`src/rtl/sa_feeder_pkg.sv`:
```
// Shared types for the systolic-array feeder: lane width, PE mux encoding, feeder states.
// Latency: n/a (types and helpers only).
// Backpressure: n/a.
// Contents: NUM_BITS, mux_e (PASS/LATCH/COMPUTE/HOLD), state_e, saturating 32-bit increment helper.
package sa_feeder_pkg;

    localparam int NUM_BITS = 8;

    // Broadcast PE mux control; the encoding is fixed by the PE array.
    typedef enum logic [1:0] {
        PASS    = 2'd0,
        LATCH   = 2'd1,
        COMPUTE = 2'd2,
        HOLD    = 2'd3
    } mux_e;

    typedef enum logic [2:0] {
        IDLE   = 3'd0,
        WLOAD  = 3'd1,
        WSHIFT = 3'd2,
        STREAM = 3'd3,
        DRAIN  = 3'd4
    } state_e;

    // Increment that sticks at all-ones instead of wrapping.
    function automatic logic [31:0] sat_inc(input logic [31:0] v);
        return (v == 32'hFFFF_FFFF) ? v : v + 32'd1;
    endfunction

endpackage

```
`src/rtl/sa_feeder_if.sv`:
```
// Bundle of every non-clock/reset signal between the feeder and its environment.
// Latency: n/a (wires only).
// Backpressure: carries the w_valid/w_ready and a_valid/a_ready handshakes.
// Modports: master = job/data source (drives start, weights, activations); slave = the feeder.
interface sa_feeder_if #(
    parameter int ROWS = 4,
    parameter int COLS = 4
);
    localparam int NB = sa_feeder_pkg::NUM_BITS;

    logic                 start_i;
    logic                 reuse_w_i;
    logic                 w_valid_i;
    logic                 w_ready_o;
    logic [COLS*NB-1:0]   w_data_i;
    logic                 a_valid_i;
    logic                 a_ready_o;
    logic [ROWS*NB-1:0]   a_data_i;
    logic                 a_last_i;
    logic [COLS*NB-1:0]   top_o;
    logic [ROWS*NB-1:0]   left_o;
    logic [1:0]           mux_o;
    logic [ROWS-1:0]      add_zero_o;
    logic                 busy_o;
    logic                 done_o;
    logic [31:0]          stream_cyc_o;
    logic [31:0]          bubble_cyc_o;

    modport master (
        output start_i, reuse_w_i,
        output w_valid_i, w_data_i,
        output a_valid_i, a_data_i, a_last_i,
        input  w_ready_o, a_ready_o,
        input  top_o, left_o, mux_o, add_zero_o,
        input  busy_o, done_o, stream_cyc_o, bubble_cyc_o
    );

    modport slave (
        input  start_i, reuse_w_i,
        input  w_valid_i, w_data_i,
        input  a_valid_i, a_data_i, a_last_i,
        output w_ready_o, a_ready_o,
        output top_o, left_o, mux_o, add_zero_o,
        output busy_o, done_o, stream_cyc_o, bubble_cyc_o
    );

endinterface

```
`src/rtl/sa_feeder_skew_line.sv`:
```
// Per-row activation delay line: DEPTH registers of one lane, zero on reset; DEPTH=0 is a plain wire.
// Latency: DEPTH cycles.
// Backpressure: none; shifts every cycle.
// Ports: clk, rst_n (sync, active-low), din (lane in), dout (lane out).
module skew_line
    import sa_feeder_pkg::*;
#(
    parameter int DEPTH = 0
) (
    input  logic                clk,
    input  logic                rst_n,
    input  logic [NUM_BITS-1:0] din,
    output logic [NUM_BITS-1:0] dout
);

    if (DEPTH == 0) begin : g_wire
        // Clock and reset are not needed for a zero-depth line.
        logic unused_ok;
        assign unused_ok = clk ^ rst_n;
        assign dout      = din;
    end else begin : g_chain
        logic [DEPTH-1:0][NUM_BITS-1:0] stage;

        always_ff @(posedge clk) begin
            if (!rst_n) begin
                stage <= '0;
            end else begin
                stage[0] <= din;
                for (int i = 1; i < DEPTH; i++) begin
                    stage[i] <= stage[i-1];
                end
            end
        end

        assign dout = stage[DEPTH-1];
    end

endmodule

```
`src/rtl/sa_feeder.sv`:
```
// Feeder/sequencer for a ROWS x COLS weight-stationary array: loads a weight tile, shifts it down, streams skewed activations, drains.
// Latency: outputs registered; vector accepted at t is on left_o row r at t+1+r; done_o 1+2*ROWS+N+ROWS+COLS-1 cycles after start (no stalls).
// Backpressure: readies are state decodes; the array never stalls, a missing activation becomes a zero bubble.
// Ports: clk_i, rst_ni (sync, active-low); bus (sa_feeder_if.slave) = job control, weight/activation handshakes, array drive, status, perf counters.
// Build option: SA_FEEDER_PERF_EN adds saturating STREAM-cycle and bubble-cycle counters; without it both counter ports are constant 0.
module sa_feeder
    import sa_feeder_pkg::*;
#(
    parameter int ROWS = 4,
    parameter int COLS = 4
) (
    input  logic       clk_i,
    input  logic       rst_ni,
    sa_feeder_if.slave bus
);

    localparam int W_W    = COLS * NUM_BITS;
    localparam int A_W    = ROWS * NUM_BITS;
    localparam int CNT_W  = $clog2(ROWS + COLS) + 1;
    localparam int RIDX_W = (ROWS > 1) ? $clog2(ROWS) : 1;
    localparam logic [CNT_W-1:0] LAST_ROW  = CNT_W'(ROWS - 1);
    localparam logic [CNT_W-1:0] DRAIN_END = CNT_W'(ROWS + COLS - 2);

    state_e            state_q, state_nxt;
    logic [CNT_W-1:0]  cnt_q, cnt_nxt;      // beat index in WLOAD, k in WSHIFT, cycle in DRAIN
    logic              w_acc, a_acc;
    logic [W_W-1:0]    wbuf [ROWS];
    logic [W_W-1:0]    top_q, top_nxt;
    mux_e              mux_q, mux_nxt;
    logic              done_q, done_nxt;
    logic [A_W-1:0]    stage0_q;
    logic [A_W-1:0]    left;
    logic [RIDX_W-1:0] shift_idx;
    logic              compute_ph;

    // ---------------- control FSM ----------------
    always_ff @(posedge clk_i) begin
        if (!rst_ni) begin
            state_q <= IDLE;
            cnt_q   <= '0;
        end else begin
            state_q <= state_nxt;
            cnt_q   <= cnt_nxt;
        end
    end

    always_comb begin
        state_nxt = state_q;
        cnt_nxt   = cnt_q;
        w_acc     = 1'b0;
        a_acc     = 1'b0;
        case (state_q)
            IDLE: begin
                if (bus.start_i) begin
                    cnt_nxt   = '0;
                    state_nxt = bus.reuse_w_i ? STREAM : WLOAD;
                end
            end
            WLOAD: begin
                if (bus.w_valid_i) begin
                    w_acc = 1'b1;
                    if (cnt_q == LAST_ROW) begin
                        state_nxt = WSHIFT;
                        cnt_nxt   = '0;
                    end else begin
                        cnt_nxt = cnt_q + 1'b1;
                    end
                end
            end
            WSHIFT: begin
                if (cnt_q == LAST_ROW) begin
                    state_nxt = STREAM;
                    cnt_nxt   = '0;
                end else begin
                    cnt_nxt = cnt_q + 1'b1;
                end
            end
            STREAM: begin
                if (bus.a_valid_i) begin
                    a_acc = 1'b1;
                    if (bus.a_last_i) begin
                        state_nxt = DRAIN;
                        cnt_nxt   = '0;
                    end
                end
            end
            DRAIN: begin
                if (cnt_q == DRAIN_END) begin
                    state_nxt = IDLE;
                    cnt_nxt   = '0;
                end else begin
                    cnt_nxt = cnt_q + 1'b1;
                end
            end
            default: begin
                state_nxt = IDLE;
                cnt_nxt   = '0;
            end
        endcase
    end

    // ---------------- registered array drive ----------------
    // top_o/mux_o are computed from the *next* state so both flops switch on
    // the same edge as the state they belong to.
    assign shift_idx = RIDX_W'(LAST_ROW - cnt_nxt);

    always_comb begin
        mux_nxt  = HOLD;
        top_nxt  = '0;
        done_nxt = (state_q == DRAIN) && (state_nxt == IDLE);
        case (state_nxt)
            WSHIFT: begin
                mux_nxt = (cnt_nxt == LAST_ROW) ? LATCH : PASS;
                // Entering k=0 the last weight row is still on the bus, not yet in wbuf.
                top_nxt = (state_q == WLOAD) ? bus.w_data_i : wbuf[shift_idx];
            end
            STREAM, DRAIN: mux_nxt = COMPUTE;
            default: mux_nxt = HOLD;
        endcase
    end

    always_ff @(posedge clk_i) begin
        if (!rst_ni) begin
            mux_q    <= HOLD;
            top_q    <= '0;
            done_q   <= 1'b0;
            stage0_q <= '0;
            for (int r = 0; r < ROWS; r++) begin
                wbuf[r] <= '0;
            end
        end else begin
            mux_q  <= mux_nxt;
            top_q  <= top_nxt;
            done_q <= done_nxt;
            // Non-accepting cycles (bubbles, drain, idle) inject zeros.
            stage0_q <= a_acc ? bus.a_data_i : '0;
            if (w_acc) begin
                wbuf[RIDX_W'(cnt_q)] <= bus.w_data_i;
            end
        end
    end

    // ---------------- diagonal skew ----------------
    for (genvar r = 0; r < ROWS; r++) begin : g_row
        skew_line #(
            .DEPTH (r)
        ) u_skew (
            .clk   (clk_i),
            .rst_n (rst_ni),
            .din   (stage0_q[r*NUM_BITS +: NUM_BITS]),
            .dout  (left[r*NUM_BITS +: NUM_BITS])
        );
    end

    // ---------------- status / outputs ----------------
    assign compute_ph     = (state_q == STREAM) || (state_q == DRAIN);
    assign bus.w_ready_o  = (state_q == WLOAD);
    assign bus.a_ready_o  = (state_q == STREAM);
    assign bus.busy_o     = (state_q != IDLE);
    assign bus.done_o     = done_q;
    assign bus.mux_o      = mux_q;
    assign bus.top_o      = top_q;
    assign bus.left_o     = left;
    // Only row 0 starts a fresh partial sum; lower rows accumulate from above.
    assign bus.add_zero_o = ROWS'(compute_ph);

`ifdef SA_FEEDER_PERF_EN
    logic [31:0] stream_cyc_q, bubble_cyc_q;

    always_ff @(posedge clk_i) begin
        if (!rst_ni) begin
            stream_cyc_q <= '0;
            bubble_cyc_q <= '0;
        end else if ((state_q == IDLE) && bus.start_i) begin
            stream_cyc_q <= '0;
            bubble_cyc_q <= '0;
        end else if (state_q == STREAM) begin
            stream_cyc_q <= sat_inc(stream_cyc_q);
            if (!a_acc) begin
                bubble_cyc_q <= sat_inc(bubble_cyc_q);
            end
        end
    end

    assign bus.stream_cyc_o = stream_cyc_q;
    assign bus.bubble_cyc_o = bubble_cyc_q;
`else
    assign bus.stream_cyc_o = '0;
    assign bus.bubble_cyc_o = '0;
`endif

endmodule

```
`src/flat_wrapper.sv`:
```
// flat-port wrapper written by rule: the top's interface ports become plain ports
module sa_feeder_flat import sa_feeder_pkg::*;
#(
    parameter int ROWS = 4,
    parameter int COLS = 4
)
  (clk_i, rst_ni, bus_start_i, bus_reuse_w_i, bus_w_valid_i, bus_w_data_i, bus_a_valid_i, bus_a_data_i, bus_a_last_i, bus_w_ready_o, bus_a_ready_o, bus_top_o, bus_left_o, bus_mux_o, bus_add_zero_o, bus_busy_o, bus_done_o, bus_stream_cyc_o, bus_bubble_cyc_o);
  sa_feeder_if #(.ROWS(ROWS), .COLS(COLS)) bus_i ();
  input  logic clk_i;
  input  logic rst_ni;
  input wire logic [$bits(bus_i.start_i)-1:0] bus_start_i;
  input wire logic [$bits(bus_i.reuse_w_i)-1:0] bus_reuse_w_i;
  input wire logic [$bits(bus_i.w_valid_i)-1:0] bus_w_valid_i;
  input wire logic [$bits(bus_i.w_data_i)-1:0] bus_w_data_i;
  input wire logic [$bits(bus_i.a_valid_i)-1:0] bus_a_valid_i;
  input wire logic [$bits(bus_i.a_data_i)-1:0] bus_a_data_i;
  input wire logic [$bits(bus_i.a_last_i)-1:0] bus_a_last_i;
  output wire logic [$bits(bus_i.w_ready_o)-1:0] bus_w_ready_o;
  output wire logic [$bits(bus_i.a_ready_o)-1:0] bus_a_ready_o;
  output wire logic [$bits(bus_i.top_o)-1:0] bus_top_o;
  output wire logic [$bits(bus_i.left_o)-1:0] bus_left_o;
  output wire logic [$bits(bus_i.mux_o)-1:0] bus_mux_o;
  output wire logic [$bits(bus_i.add_zero_o)-1:0] bus_add_zero_o;
  output wire logic [$bits(bus_i.busy_o)-1:0] bus_busy_o;
  output wire logic [$bits(bus_i.done_o)-1:0] bus_done_o;
  output wire logic [$bits(bus_i.stream_cyc_o)-1:0] bus_stream_cyc_o;
  output wire logic [$bits(bus_i.bubble_cyc_o)-1:0] bus_bubble_cyc_o;
  assign bus_i.start_i = bus_start_i;
  assign bus_i.reuse_w_i = bus_reuse_w_i;
  assign bus_i.w_valid_i = bus_w_valid_i;
  assign bus_i.w_data_i = bus_w_data_i;
  assign bus_i.a_valid_i = bus_a_valid_i;
  assign bus_i.a_data_i = bus_a_data_i;
  assign bus_i.a_last_i = bus_a_last_i;
  assign bus_w_ready_o = bus_i.w_ready_o;
  assign bus_a_ready_o = bus_i.a_ready_o;
  assign bus_top_o = bus_i.top_o;
  assign bus_left_o = bus_i.left_o;
  assign bus_mux_o = bus_i.mux_o;
  assign bus_add_zero_o = bus_i.add_zero_o;
  assign bus_busy_o = bus_i.busy_o;
  assign bus_done_o = bus_i.done_o;
  assign bus_stream_cyc_o = bus_i.stream_cyc_o;
  assign bus_bubble_cyc_o = bus_i.bubble_cyc_o;
  sa_feeder #(.ROWS(ROWS), .COLS(COLS)) u_core (.clk_i(clk_i), .rst_ni(rst_ni), .bus(bus_i));
endmodule
```
`config.mk`:
```
export PLATFORM = sky130hd
export DESIGN_NAME = sa_feeder_flat
export DESIGN_NICKNAME = d
export VERILOG_FILES = /design/src/rtl/sa_feeder_pkg.sv /design/src/rtl/sa_feeder_if.sv /design/src/rtl/sa_feeder_skew_line.sv /design/src/rtl/sa_feeder.sv /design/src/flat_wrapper.sv
export SDC_FILE = /design/constraint.sdc
export NUM_CORES = 1
export LEC_CHECK = 0
export CAP_MARGIN = 10
export CORE_ASPECT_RATIO = 0.6
export CORE_MARGIN = 1.5
export CORE_UTILIZATION = 45
export DETAILED_ROUTE_END_ITERATION = 16
export GPL_TIMING_DRIVEN = 0
export PLACE_DENSITY_LB_ADDON = 0.08
export SLEW_MARGIN = 10
export SYNTH_ARGS = -nofsm -noshare
export SYNTH_HDL_FRONTEND = slang
export SYNTH_HIERARCHICAL = 1
export SYNTH_SLANG_ARGS = --single-unit
```
`constraint.sdc`:
```
create_clock -name clk_i -period 2.94 [get_ports clk_i]
set_input_delay 0.441 -clock clk_i [delete_from_list [all_inputs] [get_ports clk_i]]
set_output_delay 0.441 -clock clk_i [all_outputs]
set_load 0.1 [all_outputs]
```
==> results of run 1 <==
synthesized netlist by cell type, types with 3 or more instances:
cell type  instances
and2_1           153
and3_1            34
clkbuf_1          20
buf_4             92
nor3_1             6
o21ai_0            4
mux2i_1           65
mux2_2            32
edfxtp_1         128
buf_6              6
inv_1              4
buf_2             13
nor2_1             7
nand2b_1           5
and2_2            30
buf_8              3
nand3_1            5
o2bb2ai_2         30
nor3b_2            3
nand2_1           12
dfxtp_1          122
buf_12             3
worst paths after layout:
check / endpoint / cells past startpoint / start / slack, ns
max: bus_w_ready_o / 3 / u_core/state_q[0]$_SDFF_PN0_ / 0.14
min reg2reg: u_core/g_row[1].u_skew/dout[6]$_SDFF_PN0_ / 1 / u_core/stage0_q[14]$_SDFF_PN0_ / 0.42
min: u_core/g_row[1].u_skew/dout[6]$_SDFF_PN0_ / 1 / u_core/stage0_q[14]$_SDFF_PN0_ / 0.42
max reg2reg: u_core/bus.top_o[9]$_SDFF_PN0_ / 9 / u_core/cnt_q[0]$_SDFF_PN0_ / 0.17
worst max-delay path, stage by stage, from the launching register on:
cell and delay (ns):
dfxtp_1 0.42, nand2b_1 0.16, nor2_1 0.12, clkdlybuf4s50_1 1.15
registers in the layout (all words and copies together) (netlist names):
name	flops
u_core/g_row.u_skew/g_chain.stage	24
u_core/wbuf	128
u_core/bus.mux_o	2
u_core/stage0_q	32
u_core/g_row.u_skew/dout	24
u_core/cnt_q	4
u_core/state_q	3
u_core/bus.done_o	1
u_core/bus.top_o	32
cells by family after synthesis:
| kind of cell | after synthesis |
|---|---|
| buffers and inverters | 141 |
| AND/OR/NAND/NOR | 268 |
| multiplexers | 97 |
| adder cells (fa/ha/maj) | 2 |
| flip-flops | 250 |
| AO/OA/AOI/OAI | 59 |
| other | 1 |
per-stage QoR:
step	utilization, %	std cells	setup TNS (ns)	hold WS, ns	cell area, µm²
2_1_floorplan	-	884	0	0.406	11000
3_3_place_gp	55.1	1340	-256.22	0.408	12800
3_5_place_dp	55.5	1344	-131.55	0.410	12900
4_1_cts	58.7	1388	0	0.425	13600
5_1_grt	58.8	1389	0	0.437	13700
6_report	58.8	1389	0	0.425	13700
final cells by class:
class	instances	area [µm²]
fillers	1943	9580
repair buffers	146	1500
flip-flops and latches	250	6290
multi-input cells	493	3710
clock inverters	12	86.3
clock buffers	32	663
well taps	315	394
plain buffers	137	1010
inverters	4	15.0
per-layer routing:
layer  part of all wire [%]  GRT usage [%]
met5                      0              0
met4                    1.3           3.47
met3                    4.2           2.81
met2                     43           27.5
met1                     51           27.7
where the power goes:
group	internal [mW]	total, mW	switching [mW]	leakage, nW
Clock	1.68	2.96	1.29	0.378
Sequential	3.77	3.81	0.0359	2.31
Combinational	0.437	1.36	0.926	3.27
Total	5.89	8.14	2.25	5.95
repair_timing:
action | in CTS | in global routing
resized for setup | 6 | 6
gates cloned | 0 | 0
buffers inserted | 0 | 1
hold endpoints to repair | 0 | 0
endpoints found under the setup margin | 125 | 44
pin swaps | 0 | 1
==> impl_metrics.py, run 1 <==
metrics = {
    "placed_design": {
        "place_hpwl_mm": 15.5,
        "place.gp.congestion": 0.826,
        "dp_slack_ns": -0.899,
        "port_buffers": 141,
    },
    "synthesis": {
        "synth_top_cell_area_share_pct": 35.8,
        "synth_compound_area_share_pct": 6.60,
        "syn_inst": 818,
        "yosys.area_share.simple_pct": 15.8,
        "synth_edf_count": 128,
        "synth_ff_type": "edfxtp_1",
        "synth.distinct_cells": 52,
        "synthesis.area_um2": 10700,
        "yosys.area_share.adder_pct": 0.233,
        "synthXorXnorAreaFrac_pct": 0,
        "synth.area.top_cells": "edfxtp_1 (36%), dfxtp_1 (23%), and2_1 (8.9%), buf_4 (6.4%), mux2i_1 (6.1%)",
        "syn_area_per_cell_um2": 13.1,
        "ys_ff_latch": 250,
        "synth_top_family_by_area": "simple AND/OR/NAND/NOR gates",
        "synthMuxAreaShare_pct": 9.41,
        "yosysWarnings": 6,
        "async_flop_share_pct": 0,
        "ys_seq_area_share_pct": 58.5,
        "yosysTopAreaCell": "edfxtp_1",
    },
    "critical_path": {
        "cp.required_ns": 2.50,
        "crit_type": "reg -> out",
        "cp-end-kind": "primary output",
        "critPathLaunchType": "flip-flop",
        "arrival_ns": 2.36,
        "path_max_fanout": 7,
    },
    "floorplan": {
        "core_area_um2": 23200,
        "die_area_um2": 24900,
        "pin_count": 209,
        "die_w_um": 203,
        "initial_core_util_pct": 46.2,
        "row_count": 43,
        "die_y_um": 123,
    },
    "finish": {
        "final_common_cell": "and2_1",
        "drive_above_1_share_pct": 25.4,
        "antennaDiodeCount": 0,
        "nets": 1129,
        "layout.cells.most_common_list": "and2_1 (153), clkdlybuf4s50_1 (137), edfxtp_1 (128)",
        "area_growth_syn_to_layout_pct": 27.1,
    },
    "sta": {
        "timing.slew.headroom_pct": 33.3,
        "rsz0062_at_grt": "no",
        "drv_slew": 0,
        "setup_violations": 0,
        "max_freq_mhz": 357,
        "final.setup_skew_ns": 0.0109,
        "finalWorstSetupSlack_ns": 0.138,
        "hold_viol": 0,
        "worst_slew_pin_slew_ns": 0.997,
        "post-route-period-util_pct": 95.3,
        "min_period_ns": 2.80,
    },
    "drt": {
        "vias": 6446,
        "drt_iter0_drc": 305,
        "dr.pass1.iters": 5,
        "drc": 0,
        "wire_per_inst_um": 16.3,
        "wirelength_mm": 22.7,
        "antenna_left": 0,
        "avgViaCountPerCell": 4.64,
    },
    "clock_tree": {
        "hold_buffers": 0,
        "clkTransAtPathRegs_ns": 0.06,
        "tritoncts": "yes",
        "clockRootBuffer": "clkbuf_16",
        "clk_path_buf_depth": 3,
        "clk_latency_ns": 0.51,
        "cts_made_buffers": 24,
        "clock-sinks": 250,
        "cts-htree-levels": 1,
    },
    "global_routing": {
        "antenna_found_initial": 0,
        "grt_pass1_vias": 6089,
        "grt_pass1_wl_mm": 34.7,
        "grt_util_all_layers_pct": 18.2,
        "gr-total-overflow": 0,
        "grt_max_degree": 25,
    },
    "power": {
        "p_leak_nw": 5.95,
        "vdd_ir_drop_max_uv": 382,
        "power.density_nw_per_um2": 596,
        "p_total_mw": 8.14,
    },
    "run_status": {
        "status": "finished clean",
    },
    "worst_hold_path": {
        "hold_path_class": "reg -> reg",
    },
    "job": {
        "max_cap_violations": 0,
    },
}
Power figures use the tool's default switching activity.
==> run 2: changes to the inputs <==
- CTS_CLUSTER_SIZE: unset -> 20
- SLEW_MARGIN: 10 -> 25
==> run 2 against run 1 <==
Compared with the run above:
- sequential power hardly changed
- clock power barely moved
- combinational power barely moved
- count of clock-buffer cells in the layout grew 1
- critical path type is now reg -> reg
- largest power group unchanged
==> impl_metrics.py, run 2 (synthesis gave the netlist of run 1 again) <==
metrics = {
    "run_status": {
        "status": "finished clean",
    },
    "finish": {
        "antennaDiodeCount": 0,
        "area_growth_syn_to_layout_pct": 27.7,
        "largest_register_ffs": 128,
        "regMostFlops": "u_core/wbuf",
        "final_common_cell": "and2_1",
        "layout.cells.most_common_list": "and2_1 (153), clkdlybuf4s50_1 (137), edfxtp_1 (128)",
        "drive_above_1_share_pct": 25.3,
        "nets": 1130,
    },
    "floorplan": {
        "core_area_um2": 23200,
        "row_count": 43,
        "die_y_um": 123,
        "die_area_um2": 24900,
        "pin_count": 209,
        "die_w_um": 203,
        "initial_core_util_pct": 46.2,
    },
    "clock_tree": {
        "clkTransAtPathRegs_ns": 0.06,
        "clk_latency_ns": 0.52,
        "clk_path_buf_depth": 3,
        "clock-sinks": 250,
        "hold_buffers": 0,
        "clockRootBuffer": "clkbuf_16",
        "cts-htree-levels": 1,
        "cts_made_buffers": 24,
        "tritoncts": "yes",
    },
    "sta": {
        "timing.slew.headroom_pct": 33.0,
        "setup_violations": 0,
        "worst_slew_pin_slew_ns": 1.00,
        "final.setup_skew_ns": 0.00988,
        "rsz0062_at_grt": "no",
        "whs_ns": 0.420,
        "drv_slew": 0,
        "hold_viol": 0,
        "max_freq_mhz": 354,
        "post-route-period-util_pct": 96.0,
        "min_period_ns": 2.82,
    },
    "critical_path": {
        "cp_cell_sequence": "inv_1 -> ha_1 -> a2111oi_2 -> a211oi_2 -> buf_6 -> buf_8 -> mux2i_1 -> mux2_2 -> o2bb2ai_1",
        "critical-path-top-delay-family": "compound AO/OA/AOI/OAI gates",
        "arrival_ns": 3.22,
        "cpPeakStageDelay_ns": 0.52,
        "cp-end-kind": "flip-flop",
        "crit_path_top_delay_cell": "dfxtp_1",
        "crit_buf_inv": 3,
        "reg2reg_to": "u_core/bus.top_o[9]$_SDFF_PN0_",
        "rrSetupSlack_ns": 0.12,
        "cp.required_ns": 3.34,
        "crit_type": "reg -> reg",
        "r2r_start": "u_core/cnt_q[0]$_SDFF_PN0_",
        "critPathLaunchType": "flip-flop",
        "path_max_fanout": 10,
        "reg2regPathDepth": 9,
    },
    "drt": {
        "drc": 0,
        "dr.pass1.iters": 5,
        "wirelength_mm": 22.7,
        "avgViaCountPerCell": 4.62,
        "wire_per_inst_um": 16.3,
        "drt_iter0_drc": 290,
        "antenna_left": 0,
        "vias": 6427,
    },
    "power": {
        "power.density_nw_per_um2": 594,
        "vdd_ir_drop_max_uv": 392,
        "p_total_mw": 8.15,
        "p_leak_nw": 5.98,
    },
    "global_routing": {
        "gr-total-overflow": 0,
        "grt_pass1_vias": 5916,
        "grt_pass1_wl_mm": 34.7,
        "grt_util_all_layers_pct": 18.3,
        "grt_max_degree": 25,
        "antenna_found_initial": 0,
    },
    "worst_hold_path": {
        "holdPathStages": 1,
        "hold-path-endpoint": "u_core/g_row[1].u_skew/dout[6]$_SDFF_PN0_",
        "hold_path_class": "reg -> reg",
        "min_from": "u_core/stage0_q[14]$_SDFF_PN0_",
    },
    "job": {
        "max_cap_violations": 0,
    },
    "placed_design": {
        "port_buffers": 141,
        "place_hpwl_mm": 15.6,
        "place.gp.congestion": 0.826,
    },
}
-- run 2: cell types whose count changed in the layout (fill, tap and decap cells not counted), moves of 2 or more --
cell / before / now
buf_2: 12 / 9
clkbuf_4: 1 / 4
buf_16: 1 / 4
clkinv_2: 8 / 6
buf_12: 6 / 4
-- run 2: worst max-delay path by stage --
| stage | start | to | slack, ns | cells after the start |
|---|---|---|---|---|
| floorplan | bus_w_valid_i | u_core/wbuf[0][0]$_SDFFCE_PN0P_ | 0.46 | 5 |
| global placement | rst_ni | u_core/wbuf[0][23]$_SDFFCE_PN0P_ | -1.79 | 5 |
| detailed placement | rst_ni | u_core/wbuf[0][23]$_SDFFCE_PN0P_ | -1.11 | 6 |
| CTS | u_core/state_q[0]$_SDFF_PN0_ | bus_add_zero_o[0] | 0.04 | 6 |
| finish | u_core/cnt_q[0]$_SDFF_PN0_ | u_core/bus.top_o[9]$_SDFF_PN0_ | 0.12 | 9 |
| global route | u_core/cnt_q[0]$_SDFF_PN0_ | u_core/bus.top_o[9]$_SDFF_PN0_ | 0.01 | 9 |
-- run 2: repair_timing --
| action | CTS | global route |
|---|---|---|
| setup buffers | 0 | 1 |
| endpoints found under the setup margin | 175 | 74 |
| pin swaps | 0 | 1 |
| gates resized for setup | 8 | 8 |
| hold endpoints to repair | 0 | 0 |
-- run 2: layout make-up --
class / count / area [µm²]
Clock inverter: 11 / 80.1
Multi-Input combinational cell: 493 / 3720
Fill cell: 1910 / 9520
Buffer: 137 / 1010
Timing Repair Buffer: 147 / 1540
Sequential cell: 250 / 6290
Tap cell: 315 / 394
Inverter: 4 / 15.0
Clock buffer: 33 / 676
-- run 2: per-layer routing --
metal  up-vias  wire, µm  global-route usage [%]  part of all wire [%]
met5         -         0                       0                     0
met4         0       305                    3.56                   1.3
met3        28      1030                    3.03                   4.5
met2       161      9710                    27.0                    43
met1      3062     11600                    28.1                    51
li1       3176         -                       -                     -
-- run 2: report_power, final --
group	switching, mW	total, mW	leakage [nW]	internal (mW)
Sequential	0.0358	3.81	2.31	3.78
Combinational	0.927	1.37	3.29	0.445
Clock	1.28	2.97	0.376	1.70
Total	2.24	8.15	5.98	5.92
-- run 2: through the flow --
| stage | utilization, % | std cells | setup WS [ns] | instance area, µm² | setup TNS (ns) |
|---|---|---|---|---|---|
| floorplan | - | 884 | 0.463 | 11000 | 0 |
| global placement | 55.1 | 1340 | -1.79 | 12800 | -256.22 |
| detailed placement | 55.7 | 1345 | -1.11 | 12900 | -152.53 |
| CTS | 59.0 | 1389 | 0.0423 | 13700 | 0 |
| global route | 59.0 | 1390 | 0.0119 | 13700 | 0 |
| finish | 59.0 | 1390 | 0.118 | 13700 | 0 |
==> run 3: changes to the inputs <==
- CAP_MARGIN: 10 -> 15
- clock period: 2.94 -> 3.7 ns (I/O delays scaled with it)
==> run 3 against run 2 <==
Compared with the run above:
- critical endpoint is now u_core/wbuf[0][26]$_SDFFCE_PN0P_
- design area is 0.12% lower
- total power shrank 21%
- combinational power shrank 20%
- count of clock-buffer cells in the layout did not move
==> impl_metrics.py, run 3 (synthesis gave the netlist of run 1 again) <==
metrics = {
    "drt": {
        "avgViaCountPerCell": 4.62,
        "wire_per_inst_um": 16.3,
        "drc": 0,
        "vias": 6414,
        "dr.pass1.iters": 4,
        "drt_iter0_drc": 276,
        "wirelength_mm": 22.6,
        "antenna_left": 0,
    },
    "floorplan": {
        "core_area_um2": 23200,
        "pin_count": 209,
        "initial_core_util_pct": 46.2,
        "die_y_um": 123,
        "row_count": 43,
        "die_w_um": 203,
        "die_area_um2": 24900,
    },
    "sta": {
        "worst_slew_pin_slew_ns": 1.01,
        "final.setup.tns_ns": 0,
        "max_freq_mhz": 297,
        "post-route-period-util_pct": 91.1,
        "timing.slew.headroom_pct": 32.6,
        "rsz0062_at_grt": "no",
        "final.setup_skew_ns": 0.0100,
        "hold_viol": 0,
        "min_period_ns": 3.37,
        "drv_slew": 0,
        "setup_violations": 0,
    },
    "critical_path": {
        "critPathLaunchType": "input port",
        "crit_type": "in -> reg",
        "rrSetupSlack_ns": 0.79,
        "cp_cell_sequence": "clkdlybuf4s50_1 -> clkbuf_1 -> nand2_1 -> nor3_1 -> nand2b_4 -> buf_16",
        "reg2reg_to": "u_core/bus.top_o[28]$_SDFF_PN0_",
        "path_max_fanout": 22,
        "crit_path_top_delay_cell": "clkdlybuf4s50_1",
        "cp.required_ns": 3.92,
        "cpPeakStageDelay_ns": 0.94,
        "endpoint": "u_core/wbuf[0][26]$_SDFFCE_PN0P_",
        "reg2regPathDepth": 9,
        "arrival_ns": 3.60,
        "r2r_start": "u_core/cnt_q[0]$_SDFF_PN0_",
        "crit_start": "rst_ni",
        "cp-end-kind": "flip-flop",
    },
    "power": {
        "vdd_ir_drop_max_uv": 311,
        "power.density_nw_per_um2": 472,
        "p_leak_nw": 5.96,
    },
    "clock_tree": {
        "post_cts_buffers": 0,
        "postCtsResizedCells": 0,
        "clkTransAtPathRegs_ns": 0.06,
        "clk_path_buf_depth": 3,
        "clock-sinks": 250,
        "cts-htree-levels": 1,
        "cts_made_buffers": 24,
        "hold_buffers": 0,
        "tritoncts": "yes",
        "clockRootBuffer": "clkbuf_16",
        "clk_latency_ns": 0.52,
    },
    "run_status": {
        "status": "finished clean",
    },
    "worst_hold_path": {
        "min_from": "u_core/stage0_q[14]$_SDFF_PN0_",
        "hold_path_class": "reg -> reg",
    },
    "placed_design": {
        "place.gp.congestion": 0.826,
        "port_buffers": 141,
        "place_hpwl_mm": 15.6,
    },
    "finish": {
        "layout.cells.most_common_list": "and2_1 (153), clkdlybuf4s50_1 (141), edfxtp_1 (128)",
        "drive_above_1_share_pct": 25.0,
        "area_growth_syn_to_layout_pct": 27.5,
        "regMostFlops": "u_core/wbuf",
        "antennaDiodeCount": 0,
        "nets": 1129,
        "num-fill-cells": 1908,
        "finish.utilization_pct": 59.0,
        "largest_register_ffs": 128,
        "final_common_cell": "and2_1",
    },
    "global_routing": {
        "grt_pass1_vias": 5913,
        "grt_util_all_layers_pct": 18.3,
        "grt_max_degree": 25,
        "antenna_found_initial": 0,
        "grt_pass1_wl_mm": 34.7,
        "gr-total-overflow": 0,
    },
    "job": {
        "max_cap_violations": 0,
    },
}
[run 3: worst min path at each step]
stage / endpoint / depth (start not counted)
after detailed placement: u_core/g_row[1].u_skew/dout[6]$_SDFF_PN0_ / 1
after floorplan: u_core/g_row[1].u_skew/dout[6]$_SDFF_PN0_ / 1
after global routing: u_core/g_row[1].u_skew/dout[6]$_SDFF_PN0_ / 1
after global placement: u_core/g_row[1].u_skew/dout[6]$_SDFF_PN0_ / 1
final: u_core/g_row[1].u_skew/dout[6]$_SDFF_PN0_ / 1
after CTS: u_core/g_row[1].u_skew/dout[6]$_SDFF_PN0_ / 1
[run 3: report_power, final]
part           switching, mW  leakage (nW)  internal (mW)
clock                   1.01         0.376           1.35
combinational          0.736          3.27          0.351
sequential            0.0285          2.31           3.00
total                   1.78          5.96           4.70
[run 3: final cells by class]
cell class / instances / area (µm²) / area share [%]
sequential: 250 / 6290 / 45.9
multi-input combinational: 493 / 3710 / 27.1
timing repair buffer: 146 / 1540 / 11.2
buffer: 137 / 1000 / 7.32
clock buffer: 33 / 676 / 4.93
tap: 315 / 394 / 2.88
clock inverter: 11 / 80.1 / 0.584
inverter: 4 / 15.0 / 0.110
[run 3: worst max-delay path: cells and delay by family]
| kind | cells | cell delay (ns) |
|---|---|---|
| simple gates | 3 | 1.37 |
| buf+inv | 3 | 1.65 |
[run 3: per-layer routing]
metal	routed length [µm]	vias to the layer above	track usage, %
met5	0	-	0
met4	305	0	3.56
met3	1030	28	3.03
met2	9740	164	26.9
met1	11600	3048	28.1
li1	-	3174	-
[run 3: metrics by stage]
stage	instance area, µm²	hold slack (ns)	total power, mW	cells	worst slack [ns]
detailed placement	12900	0.415	4.17	1345	-0.466
global placement	12800	0.408	4.15	1340	-1.14
floorplan	11000	0.406	3.90	884	1.11
CTS	13700	0.424	6.54	1389	0.0377
finish	13700	0.419	6.48	1389	0.328
global route	13700	0.431	6.72	1389	0.0137
